### src/rtl/boot_pkg.sv
// Shared boot-sequencer types: FSM state encoding and register-file init modes.
package boot_pkg;

    typedef enum logic [2:0] {
        S_RF_INIT,
        S_LOAD,
        S_FILL,
        S_HOLD,
        S_RUN
    } boot_state_e;

    localparam int RF_ZERO  = 0;
    localparam int RF_INDEX = 1;
    localparam int RF_SKIP  = 2;

endpackage

### src/rtl/boot_hold_counter.sv
// Down-counter for the CPU reset hold window; expire marks the last HOLD cycle.
module boot_hold_counter #(
    parameter int HOLD = 4
) (
    input  logic clock,
    input  logic reset,
    input  logic load,
    input  logic en,
    output logic expire
);
    localparam int CW = $clog2(HOLD + 1);

    logic [CW-1:0] cnt;

    always_ff @(posedge clock or negedge reset) begin
        if (!reset)
            cnt <= '0;
        else if (load)
            cnt <= CW'(HOLD);
        else if (en && cnt != '0)
            cnt <= cnt - CW'(1);
    end

    assign expire = en && (cnt == CW'(1));

endmodule

### src/rtl/cpu_boot_loader.sv
// Boot sequencer: preloads the RF, streams the program into IMem, zero-fills the
// remainder, holds the CPU in reset for RESET_HOLD cycles, then releases it.
module cpu_boot_loader
    import boot_pkg::*;
#(
    parameter int DATA_WIDTH   = 32,
    parameter int IMEM_DEPTH   = 256,
    parameter int RF_DEPTH     = 32,
    parameter int RF_INIT_MODE = 1,
    parameter int RESET_HOLD   = 4
) (
    input  logic                          clock,
    input  logic                          reset,
    input  logic                          reload,
    input  logic                          load_valid,
    input  logic [DATA_WIDTH-1:0]         load_data,
    input  logic                          load_last,
    output logic                          load_ready,
    output logic                          imem_we,
    output logic [$clog2(IMEM_DEPTH)-1:0] imem_addr,
    output logic [DATA_WIDTH-1:0]         imem_wdata,
    output logic                          rf_we,
    output logic [$clog2(RF_DEPTH)-1:0]   rf_addr,
    output logic [DATA_WIDTH-1:0]         rf_wdata,
    output logic                          cpu_reset,
    output logic                          done,
    output logic                          overflow
);
    localparam int IAW = $clog2(IMEM_DEPTH);
    localparam int RAW = $clog2(RF_DEPTH);
    localparam logic [IAW-1:0] IMEM_LAST = IAW'(IMEM_DEPTH - 1);
    localparam logic [RAW-1:0] RF_LAST   = RAW'(RF_DEPTH - 1);

    boot_state_e    state;
    logic [IAW-1:0] iaddr;
    logic [RAW-1:0] rf_cnt;
    logic           hold_expire;

    // Counter reloads whenever we are outside HOLD, so every HOLD entry starts fresh.
    boot_hold_counter #(.HOLD(RESET_HOLD)) u_hold (
        .clock  (clock),
        .reset  (reset),
        .load   (state != S_HOLD),
        .en     (state == S_HOLD),
        .expire (hold_expire)
    );

    assign load_ready = (state == S_LOAD);
    assign done       = cpu_reset;

    always_ff @(posedge clock or negedge reset) begin
        if (!reset) begin
            state      <= S_RF_INIT;
            iaddr      <= '0;
            rf_cnt     <= '0;
            imem_we    <= 1'b0;
            imem_addr  <= '0;
            imem_wdata <= '0;
            rf_we      <= 1'b0;
            rf_addr    <= '0;
            rf_wdata   <= '0;
            cpu_reset  <= 1'b0;
            overflow   <= 1'b0;
        end else begin
            imem_we <= 1'b0;
            rf_we   <= 1'b0;
            if (reload) begin
                // Strobes stay low here, so a word handshaked on this edge is dropped.
                state      <= S_RF_INIT;
                iaddr      <= '0;
                rf_cnt     <= '0;
                imem_addr  <= '0;
                imem_wdata <= '0;
                rf_addr    <= '0;
                rf_wdata   <= '0;
                cpu_reset  <= 1'b0;
                overflow   <= 1'b0;
            end else begin
                case (state)
                    S_RF_INIT: begin
                        if (RF_INIT_MODE == RF_SKIP) begin
                            state <= S_LOAD;
                        end else begin
                            rf_we    <= 1'b1;
                            rf_addr  <= rf_cnt;
                            rf_wdata <= (RF_INIT_MODE == RF_INDEX) ? DATA_WIDTH'(rf_cnt) : '0;
                            if (rf_cnt == RF_LAST) begin
                                rf_cnt <= '0;
                                state  <= S_LOAD;
                            end else begin
                                rf_cnt <= rf_cnt + RAW'(1);
                            end
                        end
                    end
                    S_LOAD: begin
                        if (load_valid) begin
                            imem_we    <= 1'b1;
                            imem_addr  <= iaddr;
                            imem_wdata <= load_data;
                            if (iaddr == IMEM_LAST) begin
                                // Memory full: nothing left to fill either way.
                                state <= S_HOLD;
                                if (!load_last)
                                    overflow <= 1'b1;
                            end else begin
                                iaddr <= iaddr + IAW'(1);
                                if (load_last)
                                    state <= S_FILL;
                            end
                        end
                    end
                    S_FILL: begin
                        imem_we    <= 1'b1;
                        imem_addr  <= iaddr;
                        imem_wdata <= '0;
                        if (iaddr == IMEM_LAST)
                            state <= S_HOLD;
                        else
                            iaddr <= iaddr + IAW'(1);
                    end
                    S_HOLD: begin
                        if (hold_expire)
                            state <= S_RUN;
                    end
                    S_RUN: begin
                        cpu_reset <= 1'b1;
                    end
                    default: state <= S_RF_INIT;
                endcase
            end
        end
    end

endmodule

### config.mk
export PLATFORM = sky130hd
export DESIGN_NAME = cpu_boot_loader
export DESIGN_NICKNAME = d
export VERILOG_FILES = /design/src/rtl/boot_pkg.sv /design/src/rtl/boot_hold_counter.sv /design/src/rtl/cpu_boot_loader.sv
export SDC_FILE = /design/constraint.sdc
export NUM_CORES = 1
export LEC_CHECK = 0
export CAP_MARGIN = 0
export CORE_MARGIN = 2
export CORE_UTILIZATION = 49
export CTS_CLUSTER_SIZE = 30
export DETAILED_ROUTE_END_ITERATION = 10
export PLACE_DENSITY = 0.92
export SLEW_MARGIN = 5
export SYNTH_ARGS = -nofsm -noshare
export SYNTH_HDL_FRONTEND = slang
export SYNTH_SLANG_ARGS = --single-unit
export TNS_END_PERCENT = 50
### constraint.sdc
create_clock -name clock -period 5.3 [get_ports clock]
set_input_delay 1.06 -clock clock [delete_from_list [all_inputs] [get_ports clock]]
set_output_delay 1.06 -clock clock [all_outputs]
set_load 0.1 [all_outputs]
# Word level (Yosys, flattened, before mapping)
# Index checks and enable logic that the tools add are counted.
# totals
regBits	100
latch_bits	0
ram_bits	0
mem_bits_ro	0
inputBits	37
output_inout_bits	83
elab_cells	83
memories	0
# op_classes
add_sub_neg	3
n_mul	0
div	0
magnitude_cmp	0
eq_ne	15
shifts	0
mux	39
n_bitwise	0
n_reduce_logical	14
# op_table
cell	n
2-to-1 mux 32 bit	4
case mux 32 bit (2 select lines)	1
2-to-1 mux 8 bit	5
case mux 8 bit (2 select lines)	2
2-to-1 mux 3 bit	9
2-to-1 mux 5 bit	5
case mux 3 bit (5 select lines)	1
!= test 3 bit, second input constant	4
nonzero test 2 bit	6
2-to-1 mux 1 bit	11
adder 8 x 1 -> 8 bit, second input constant	1
== test 8 bit, second input constant	1
== test 3 x 1 -> 1 bit, second input constant	2
== test 3 x 2 -> 1 bit, second input constant	2
AND reduction 6 bit	1
nonzero test 3 bit	2
adder 5 x 1 -> 5 bit, second input constant	1
== test 5 bit, second input constant	1
!= test 2 bit, second input constant	2
!= test 4 x 3 -> 1 bit, second input constant	1
AND reduction 4 bit	1
== test 3 bit, second input constant	1
zero test 3 bit	1
!= test 3 x 2 -> 1 bit, second input constant	1
4 further kinds	5

# Depth between registers and ports, before layout
# logic_depth
word_depth	5
mapped_depth	7
mapped_depth_nobuf	7

# By module
# From an unflattened synthesis, not the netlist that was laid out.
# unflattened
hier_cells	349
hier_area_um2	3474.6
# modules_own_cells
mod	instances	cells_each	area_each_um2	seq_area_each_um2
cpu_boot_loader	1	330	3270.6	1626.6
boot_hold_counter	1	19	203.9	75.1

# Least setup slack after synthesis
# OpenSTA, ideal clock, no wires.
# synth_path
kind	flip-flop to output port
start	reg state[2]
end	out load_ready
arrival_ns	2.000
t_required_ns	4.240
setup_slack_ns	2.240
stages_incl_launch_ff	5
cell_sequence	dfrtp_1 > buf_2 > inv_1 > nand2_1 > nor2_1
# synth_via
elab_chain_cells	1
# synth_rtl
item	line	rtl
start, declared	cpu_boot_loader.sv:34	boot_state_e state;
start signal, assigned	cpu_boot_loader.sv:53	state <= S_RF_INIT;
start signal, assigned	cpu_boot_loader.sv:69	state <= S_RF_INIT;
start signal, assigned	cpu_boot_loader.sv:82	state <= S_LOAD;
== test 3 x 1 -> 1 bit	cpu_boot_loader.sv:48	assign load_ready = (state == S_LOAD);
end, declared	cpu_boot_loader.sv:18	output logic load_ready,
# No other way between the ends.

# Worst setup path after layout
# Same ends and word-level chain as after synthesis.

==> results.md <==
* Status: complete, no violations
* Count of buffers from port buffering at 92
* HP Start: cpu_reset
* Post-route ant nets at 0
* Placement row count at 30
* Main area contributors after synthesis: dfrtp_1, buf_4, o211ai_1
* Hold WS at 0.529 ns
* GRT Max-Usage Layer: met2
* Crit path largest cell delay at 1.14 ns
* Worst path cell trace: inv_1 -> nand2_1 -> nor2_1 -> clkdlybuf4s50_1
* Final #Nets at 469
* Most frequent cell after synthesis: dfrtp_1
* Vias at 2765
* Wire per inst at 14.8 um
* Final hold violations at 0
* Top_reg_cell synth: dfrtp_1
* Yosys warns at 0
* Min Tclk post-route at 3.46 ns
* Largest net degree at the start of global routing at 69
* GRT Residual Overflow at 0
* Fill cell count at 526
* Number of synthesized register bits at 68
* Initial Util at 50.8%
* Pwr dens at 309 mW/mm^2
* Total power at 1.38 mW
* Largest delay share family, worst path: buffers and inverters
* Syn avg cell area at 9.91 um^2
* Worst-Skew Late Latency at 0.33 ns
* Sink Count at 68
* R2R depth at 4
* Hold endpoint: cpu_reset
* Number of flops mapped to enable cells by yosys at 0
* Largest area contributor in the netlist: dfrtp_1
* DR pass1 iterations at 4
* DP HPWL at 5.34 mm
* RR Startpoint: state[0]
* Setup violations, final at 0
* Clock transition at path regs at 0.07 ns
* Crit path max-delay cell type: clkdlybuf4s50_1
* Critical Path RT at 4.24 ns
* Initial antenna violation count at 0
* Worst reg2reg endpoint: imem_wdata[8]
* Core area at 0.00679 mm^2
* H-tree level count at 3
* First DRT Iteration DRCs at 124
* CTS-repair resized insts at 0
* RSZ-0062 raised after global routing: no
* Residual DRC at 0
* CP Max Fanout at 12
* CP endpoint kind: primary output
* Commonest cells in the netlist: dfrtp_1, o21ai_0, inv_1, buf_4, o211ai_1
* Asr flop ratio synth at 100%
* Number of max-cap violations at 0
* # IOs at 120
* Critical Path Start: state[2]
* Hold crit path type: reg2reg
* Post-CTS Hold Fix Bufs at 0
* Setup TNS at 0 ns
* Share of the yosys chip area belonging to registers at 49.3%
* Worst Path Arrival at 2.40 ns
* Worst rel slew slack at 33.5%
* Total stage count of the critical path at 4
* Max Clk Rate at 0.289 GHz
* TritonCTS clock tree: done
* Cell Area, Synth at 0.00345 mm^2
* Vias in the first global route at 2595
* Post-CTS Setup Bufs at 0
* CTS buffer count at 9
* Met1 GRT Util at 27.4%
* Area Growth Syn to Fin at 28.9%
* Routed WL at 7.78 mm
* Met3 Track Usage GR at 3.49%
* Final period utilization at 65.2%
* Startpoint Class: flop
* Netlist cell types at 43
* Root buffer cell: clkbuf_8
* R2R Setup Slk at 2.73 ns
* Final estimated routing congestion in global placement at 0.840
* Worst Tran Pin Value at 0.994 ns
* Critical path class: reg2out
* Die Wd at 87.9 um
* Die area at 0.00773 mm^2
* Peak supply drop at 0.000128 V
* WP buf/inv at 2
* Met2 usage at 35.9%
* Lkg Pwr at 2.02 nW
* First-pass GRT wire length at 12.7 mm
* Area share of the largest cell type after synthesis at 49.3%
* Max clock buf depth at 2
* Cells after Synth at 348
* Layout Skew at 0.0126 ns
* WHS Path Cells at 2
* Layout cells sized above 1 at 7.42%
* Drt via density at 5.25
* Die H at 87.9 um
* Gr usage total at 21.0%
* Final slew viol count at 0
* Antenna cells at 0
report_power, final:
part	switching (mW)	internal, mW	leakage, nW
registers	0.0156	0.542	0.908
logic	0.311	0.0771	1.01
clock network	0.189	0.242	0.102
cells by family (layout without fill, tap and decap cells):
logic type	Yosys count	in the layout	synth area share (%)
other cells	1	27	0.109
simple gates	64	64	9.94
flops	68	68	49.3
fa+ha+maj	6	6	2.18
buf+inv	93	150	14.5
xor+xnor	1	1	0.254
mux	12	12	3.63
compound gates	103	103	20.0
per-stage QoR:
| step | cell area [um^2] | cells | worst slack, ns | utilization [%] |
|---|---|---|---|---|
| 3_5_place_dp | 4250 | 511 | 1.87 | 62.5 |
| 3_3_place_gp | 4250 | 511 | 2.03 | 62.5 |
| 5_1_grt | 4450 | 527 | 1.72 | 65.5 |
| 4_1_cts | 4450 | 527 | 1.81 | 65.5 |
| 6_report | 4450 | 527 | 1.84 | 65.5 |
| 2_1_floorplan | 3550 | 374 | 2.24 | - |
how the worst max path moves through the flow:
stage / end / slack [ns]
floorplan: load_ready / 2.24
global route: load_ready / 1.72
finish: load_ready / 1.84
CTS: load_ready / 1.81
detailed placement: imem_wdata[22] / 1.87
global placement: imem_wdata[29] / 2.03
layout make-up:
class | count | area, um^2 | area share, %
Inverter | 39 | 146 | 3.29
Tap cell | 96 | 120 | 2.70
Sequential cell | 68 | 1700 | 38.3
Clock buffer | 12 | 155 | 3.49
Multi-Input combinational cell | 213 | 1340 | 30.2
Clock inverter | 4 | 47.5 | 1.07
Timing Repair Buffer | 95 | 933 | 21.0
state kept, by name, indices dropped and copies added, names as in the netlist:
name	count
cpu_reset	1
iaddr	8
imem_addr	8
imem_wdata	32
imem_we	1
overflow	1
rf_cnt	5
rf_wdata	5
rf_we	1
state	3
u_hold.cnt	3
worst min-delay path, stage by stage (launching register included):
cell and delay, ns:
dfrtp_1 0.36, a21oi_1 0.05, nor2_1 0.08
per-layer routing:
layer  wire length [um]  vias up
li1                   -     1299
met1               3350     1355
met2               3940      103
met3                416        8
met4                 79        0
met5                  0        -
cells in the final DEF, fill, tap and decap left out, types with 3 or more instances in the layout:
cell             netlist  routed
ha_1                   6       6
nor3_1                 5       5
o211ai_1              32      32
buf_4                 34       3
a21oi_1                6       6
clkbuf_8               0      11
clkdlybuf4s50_1        0      90
mux2_2                 4       4
dfrtp_1               68      68
nand3_1                6       6
mux2i_1                8       8
inv_1                 38      38
a22o_1                 7       7
o21ai_0               40      40
nor2b_1                8       8
nand2_1                7       7
nor2_1                21      21
or3_1                  3       3
conb_1                 1      27
nand2b_1               3       3
and3_1                 3       3
Note: power is estimated with default switching activity, not from simulation.
==> edit 1, RTL diff (same settings) <==
Register the output `overflow` once more, cleared by the reset; this adds one clock of latency there. The other outputs are not delayed to match.
--- a/src/rtl/cpu_boot_loader.sv
+++ b/src/rtl/cpu_boot_loader.sv
@@ -32,4 +32,6 @@
     localparam logic [RAW-1:0] RF_LAST   = RAW'(RF_DEPTH - 1);
 
+    logic overflow_s0;
+
     boot_state_e    state;
     logic [IAW-1:0] iaddr;
@@ -61,5 +63,5 @@
             rf_wdata   <= '0;
             cpu_reset  <= 1'b0;
-            overflow   <= 1'b0;
+            overflow_s0 <= 1'b0;
         end else begin
             imem_we <= 1'b0;
@@ -75,5 +77,5 @@
                 rf_wdata   <= '0;
                 cpu_reset  <= 1'b0;
-                overflow   <= 1'b0;
+                overflow_s0 <= 1'b0;
             end else begin
                 case (state)
@@ -102,5 +104,5 @@
                                 state <= S_HOLD;
                                 if (!load_last)
-                                    overflow <= 1'b1;
+                                    overflow_s0 <= 1'b1;
                             end else begin
                                 iaddr <= iaddr + IAW'(1);
@@ -132,4 +134,12 @@
     end
 
+    always_ff @(posedge clock or negedge reset) begin
+        if (!reset) begin
+            overflow <= '0;
+        end else begin
+            overflow <= overflow_s0;
+        end
+    end
+
 endmodule
 
Behaviour: no difference found for any inputs over 10 cycles, from zero or initial values and one cycle with reset low; that may be too few to reach the edited logic, so the function may still have changed.
==> edit 1 against the unedited design <==
Non-clock buffer count unchanged; clock skew is 4.4 ps lower; sequential power up 5.6%; final area is 3.3% lower; first-iteration DRC count up 23%; sequential cell count increased by 1; synthesized area is 4.6% lower; hold slack lost 130 ps; routed wire length fell by 7.0%; setup slack better by 35 ps; core utilization is 1.5 points higher; power grew 11%; critical endpoint unchanged; largest cell class unchanged; largest power group unchanged; highest routed layer unchanged.
==> edit 1: results (changes against the unedited design) <==
CTS Buf Count 9 (unchanged); DP HPWL 5080 um (-4.8%); synth unique cells 45 (+4.7%); gpl congestion 0.8616 (+2.5%); Area after DPL 0.004091 sq mm (-3.6%); Synth top cells by count nand2_1 (84), dfrtp_1 (69), o21ai_0 (47), buf_4 (34), nor2_1 (18); first-pass GRT wire length 11,530 um (-9.0%); P_int 919.8 uW (+6.8%); vias in the first global route 2,476 (-4.6%); Logic pwr share 32.7% (+4.5 points); fill cell count 501 (-4.8%); worst-path maximum fanout 13 (+1); share of cells above drive strength 1 7.143% (-0.28 points); 1st-iter DRT viols 153 (+23%); synth top area cells dfrtp_1 (52%), nand2_1 (9.6%), buf_4 (7.8%), o21ai_0 (7.1%), ha_1 (2.3%); Relative slew margins 17.48% (-16 points); CTS H-tree depth 3 (unchanged); initial antenna violation count 0 (unchanged); PostCTS Resize Cnt 0 (unchanged); final net count 472 (+0.64%); Skew-Pair Late Insertion Delay 340 ps; post-synthesis async set-or-reset flop share 100.0% (unchanged); pin count of the biggest net entering global routing 70 (+1.4%); Total GRT Usage 20.05% (-0.95 points); Max VDD drop 0.2618 mV (+110%); Top FF cell, synth dfrtp_1; # Post-CTS Setup Buffers 0 (unchanged); hold depth 0 (-2); Seq/Total Area, Yosys 52.47% (+3.1 points); routed wire length 7238 um (-7.0%); # diodes 0 (unchanged); Critical Path AT 2360 ps (-40 ps); DR vias/cell 5.141 (-2.0%); clock transition at the registers of the reported paths 80 ps; Clock Skew 8.272 ps (-4.371 ps); PortBufs 92 (unchanged); Leakage 1.899 nW (-6.1%); status complete, no violations
## edit 1: cell count changes in the layout (fill, tap and decap cells not counted), moves of 3 or more
cell      before  now
nand2_1        7   84
inv_1         38    6
o211ai_1      32    0
a21oi_1        6   14
o21ai_0       40   47
mux2i_1        8    2
nand3_1        6    1
nor2b_1        8    3
nor2_1        21   17
nor2_2         0    3
## edit 1: final timing paths
path,start,to,slack (ps)
worst max-delay path,state[0],load_ready,1880
max in group asynchronous,reset,imem_wdata[14],3840
worst max register to register,state[1],imem_wdata[21],2780
min in group asynchronous,reset,rf_we,890
worst min register to register,overflow_s0,overflow,400
worst min-delay path,overflow_s0,overflow,400
## edit 1: area by class of cell
type                            instances  area, sq um  area share [%]
Sequential cell                        69         1727           40.13
Multi-Input combinational cell        248         1308           30.39
Timing Repair Buffer                   95        938.4           21.81
Clock buffer                           13        168.9           3.926
Tap cell                               77        96.34           2.239
Clock inverter                          3        42.54          0.9887
Inverter                                6        22.52          0.5234
## edit 1: layer usage
metal | share of wire [%] | GRT usage (%) | wire length [um]
met2 | 47 | 31.29 | 3436
met3 | 6.7 | 4.620 | 486
met4 | 2.9 | 11.26 | 208
met1 | 43 | 25.74 | 3105
met5 | 0 | 0 | 0
## edit 1: metrics by stage
step / instances / setup slack (ps) / hold WS (ps) / utilization (%)
6_report: 511 / 1878 / 401.2 / 67.00
5_1_grt: 511 / 1798 / 415.9 / 67.00
4_1_cts: 511 / 1872 / 402.0 / 67.00
3_5_place_dp: 495 / 1900 / 393.3 / 63.71
3_3_place_gp: 495 / 1990 / 391.9 / 63.71
2_1_floorplan: 374 / 1415 / 354.1 / -
## edit 1: worst max-delay path: stages (launching register included)
cell,delay [ps]
dfrtp_1,620
nor3b_1,240
clkdlybuf4s50_1,1170
## edit 1: power by group through the flow
stage	sequential, mW	combinational, mW	clock (mW)
3_3_place_gp	0.595	0.496	0
2_1_floorplan	0.802	0.193	0
5_1_grt	0.593	0.520	0.480
3_5_place_dp	0.598	0.502	0
4_1_cts	0.588	0.503	0.452
6_report	0.589	0.502	0.442
## edit 1: cell families after synthesis
| family | Yosys count | synth area share (%) |
|---|---|---|
| xor+xnor | 3 | 0.7986 |
| compound gates | 79 | 14.11 |
| fa+ha+maj | 6 | 2.281 |
| flops | 69 | 52.47 |
| other cells | 1 | 0.1140 |
| simple gates | 127 | 17.22 |
| mux | 6 | 1.977 |
| buf+inv | 57 | 11.03 |
==> edit 2, RTL diff (same settings) <==
Without the edit above. The parameter `IMEM_DEPTH` goes from 256 to 1024.
--- a/src/rtl/cpu_boot_loader.sv
+++ b/src/rtl/cpu_boot_loader.sv
@@ -5,5 +5,5 @@
 #(
     parameter int DATA_WIDTH   = 32,
-    parameter int IMEM_DEPTH   = 256,
+    parameter int IMEM_DEPTH   = 1024,
     parameter int RF_DEPTH     = 32,
     parameter int RF_INIT_MODE = 1,
Interface: changed (resized imem_addr); port bits go from 120 to 122. The function was not compared with the original's and may differ.
==> edit 2 against the unedited design <==
Routed wire length rose by 11%; synthesized cell count is 8.9% higher; final area rose by 5.5%; via count grew 11%; setup slack got worse by 87 ps; register-to-register slack improved by 80 ps; synthesized area up 5.0%; hold slack lost 30 ps; clock skew fell by 5.2 ps; sequential cell count grew 4; largest cell class unchanged; highest routed layer unchanged.
Power is not compared: it rests on default switching activity, and its combinational part moved more than twofold at a synthesized area within 25%.
==> edit 2: results (changes against the unedited design) <==
status complete, no violations; post-synthesis mux area share 1.485% (-2.1 points); Synth top cells by count dfrtp_1 (72), nand2_1 (57), nand3_1 (36), buf_4 (33), o211ai_1 (32); Post-Synth XOR/XNOR Area 0.2418% (-0.012 points); first-pass GRT wire length 13,990 um (+10%); Root Driver clkbuf_8; 1st-iter DRT viols 208 (+68%); synth top area cells dfrtp_1 (50%), buf_4 (6.8%), o211ai_1 (6.6%), nand2_1 (5.9%), nand3_1 (5.0%); Compound-Gate Fraction of Synth Area 16.41% (-3.6 points); synth unique cells 48 (+12%); Top FF cell, synth dfrtp_1; R2R Path Start state[1]; Skew-Pair Late Insertion Delay 350 ps (+20 ps); worst reg2reg setup slack 2810 ps (+80 ps); critical path launch point state[0]; DP HPWL 5835 um (+9.3%); worst hold-check path type flop to flop; PortBufs 94 (+2.2%); initial antenna violation count 0 (unchanged); pin count of the biggest net entering global routing 73 (+5.8%); Seq/Total Area, Yosys 49.74% (+0.41 points); share of cells above drive strength 1 6.508% (-0.92 points); DR vias 3,069 (+11%); final net count 499 (+6.4%); Leakage 2.091 nW; worst-path maximum fanout 14 (+2); Critical Path AT 2480 ps (+80 ps); Crit Reg-Reg Endpoint iaddr[9]; Total GRT Usage 21.25% (+0.25 points); worst slack at placement 1988 ps (+118.1 ps); P_int 1.243 mW; Post-Synth Adder-Cell Area 2.073% (-0.10 points); worst reg-to-reg path cell count 5 (+1); vias in the first global route 2,860 (+10%); routed wire length 8636 um (+11%); Reg power frac 28.6%; gpl congestion 0.8282 (-1.4%); Fmax 0.2822 GHz (-2.5%); Largest regs imem_wdata (32), iaddr (10), imem_addr (10); Clock Skew 7.439 ps (-5.203 ps); antenna-violating nets left 0 (unchanged); Relative slew margins 27.44% (-6.1 points)
## edit 2: worst min-delay path by stage
stage                    from              to  cells past startpoint
3_3_place_gp         overflow        overflow                      2
5_1_grt         imem_wdata[7]   imem_wdata[7]                      2
4_1_cts        imem_wdata[25]  imem_wdata[25]                      2
6_report       imem_wdata[25]  imem_wdata[25]                      2
3_5_place_dp   imem_wdata[25]  imem_wdata[25]                      2
2_1_floorplan       rf_cnt[3]       rf_cnt[3]                      1
## edit 2: worst max-delay path, stage by stage, from the launching register on
cell,delay (ps)
dfrtp_1,610
inv_2,110
nor3_1,240
clkdlybuf4s50_1,1180
## edit 2: cell type report
| class | count | area (sq um) |
|---|---|---|
| Clock buffer | 12 | 155.1 |
| Fill cell | 554 | 2520 |
| Clock inverter | 4 | 76.32 |
| Timing Repair Buffer | 98 | 960.9 |
| Inverter | 9 | 33.78 |
| Multi-Input combinational cell | 266 | 1543 |
| Sequential cell | 72 | 1802 |
| Tap cell | 99 | 123.9 |
## edit 2: per-layer routing
metal | GRT usage, % | up-vias | share of wire [%]
li1 | - | 1443 | -
met1 | 27.77 | 1502 | 40
met2 | 33.96 | 107 | 52
met3 | 4.359 | 17 | 5.3
met4 | 10.38 | 0 | 2.3
met5 | 0 | - | 0
## edit 2: metrics by stage
| step | hold WS, ps | total power, mW | std cells | instance area (sq um) |
|---|---|---|---|---|
| after floorplan | 463.7 | 1.853 | 405 | 3720 |
| after detailed placement | 488.4 | 2.146 | 544 | 4463 |
| after global routing | 527.7 | 2.741 | 560 | 4695 |
| after CTS | 504.1 | 2.642 | 560 | 4695 |
| final | 498.8 | 2.637 | 560 | 4695 |
| after global placement | 481.5 | 2.116 | 544 | 4463 |
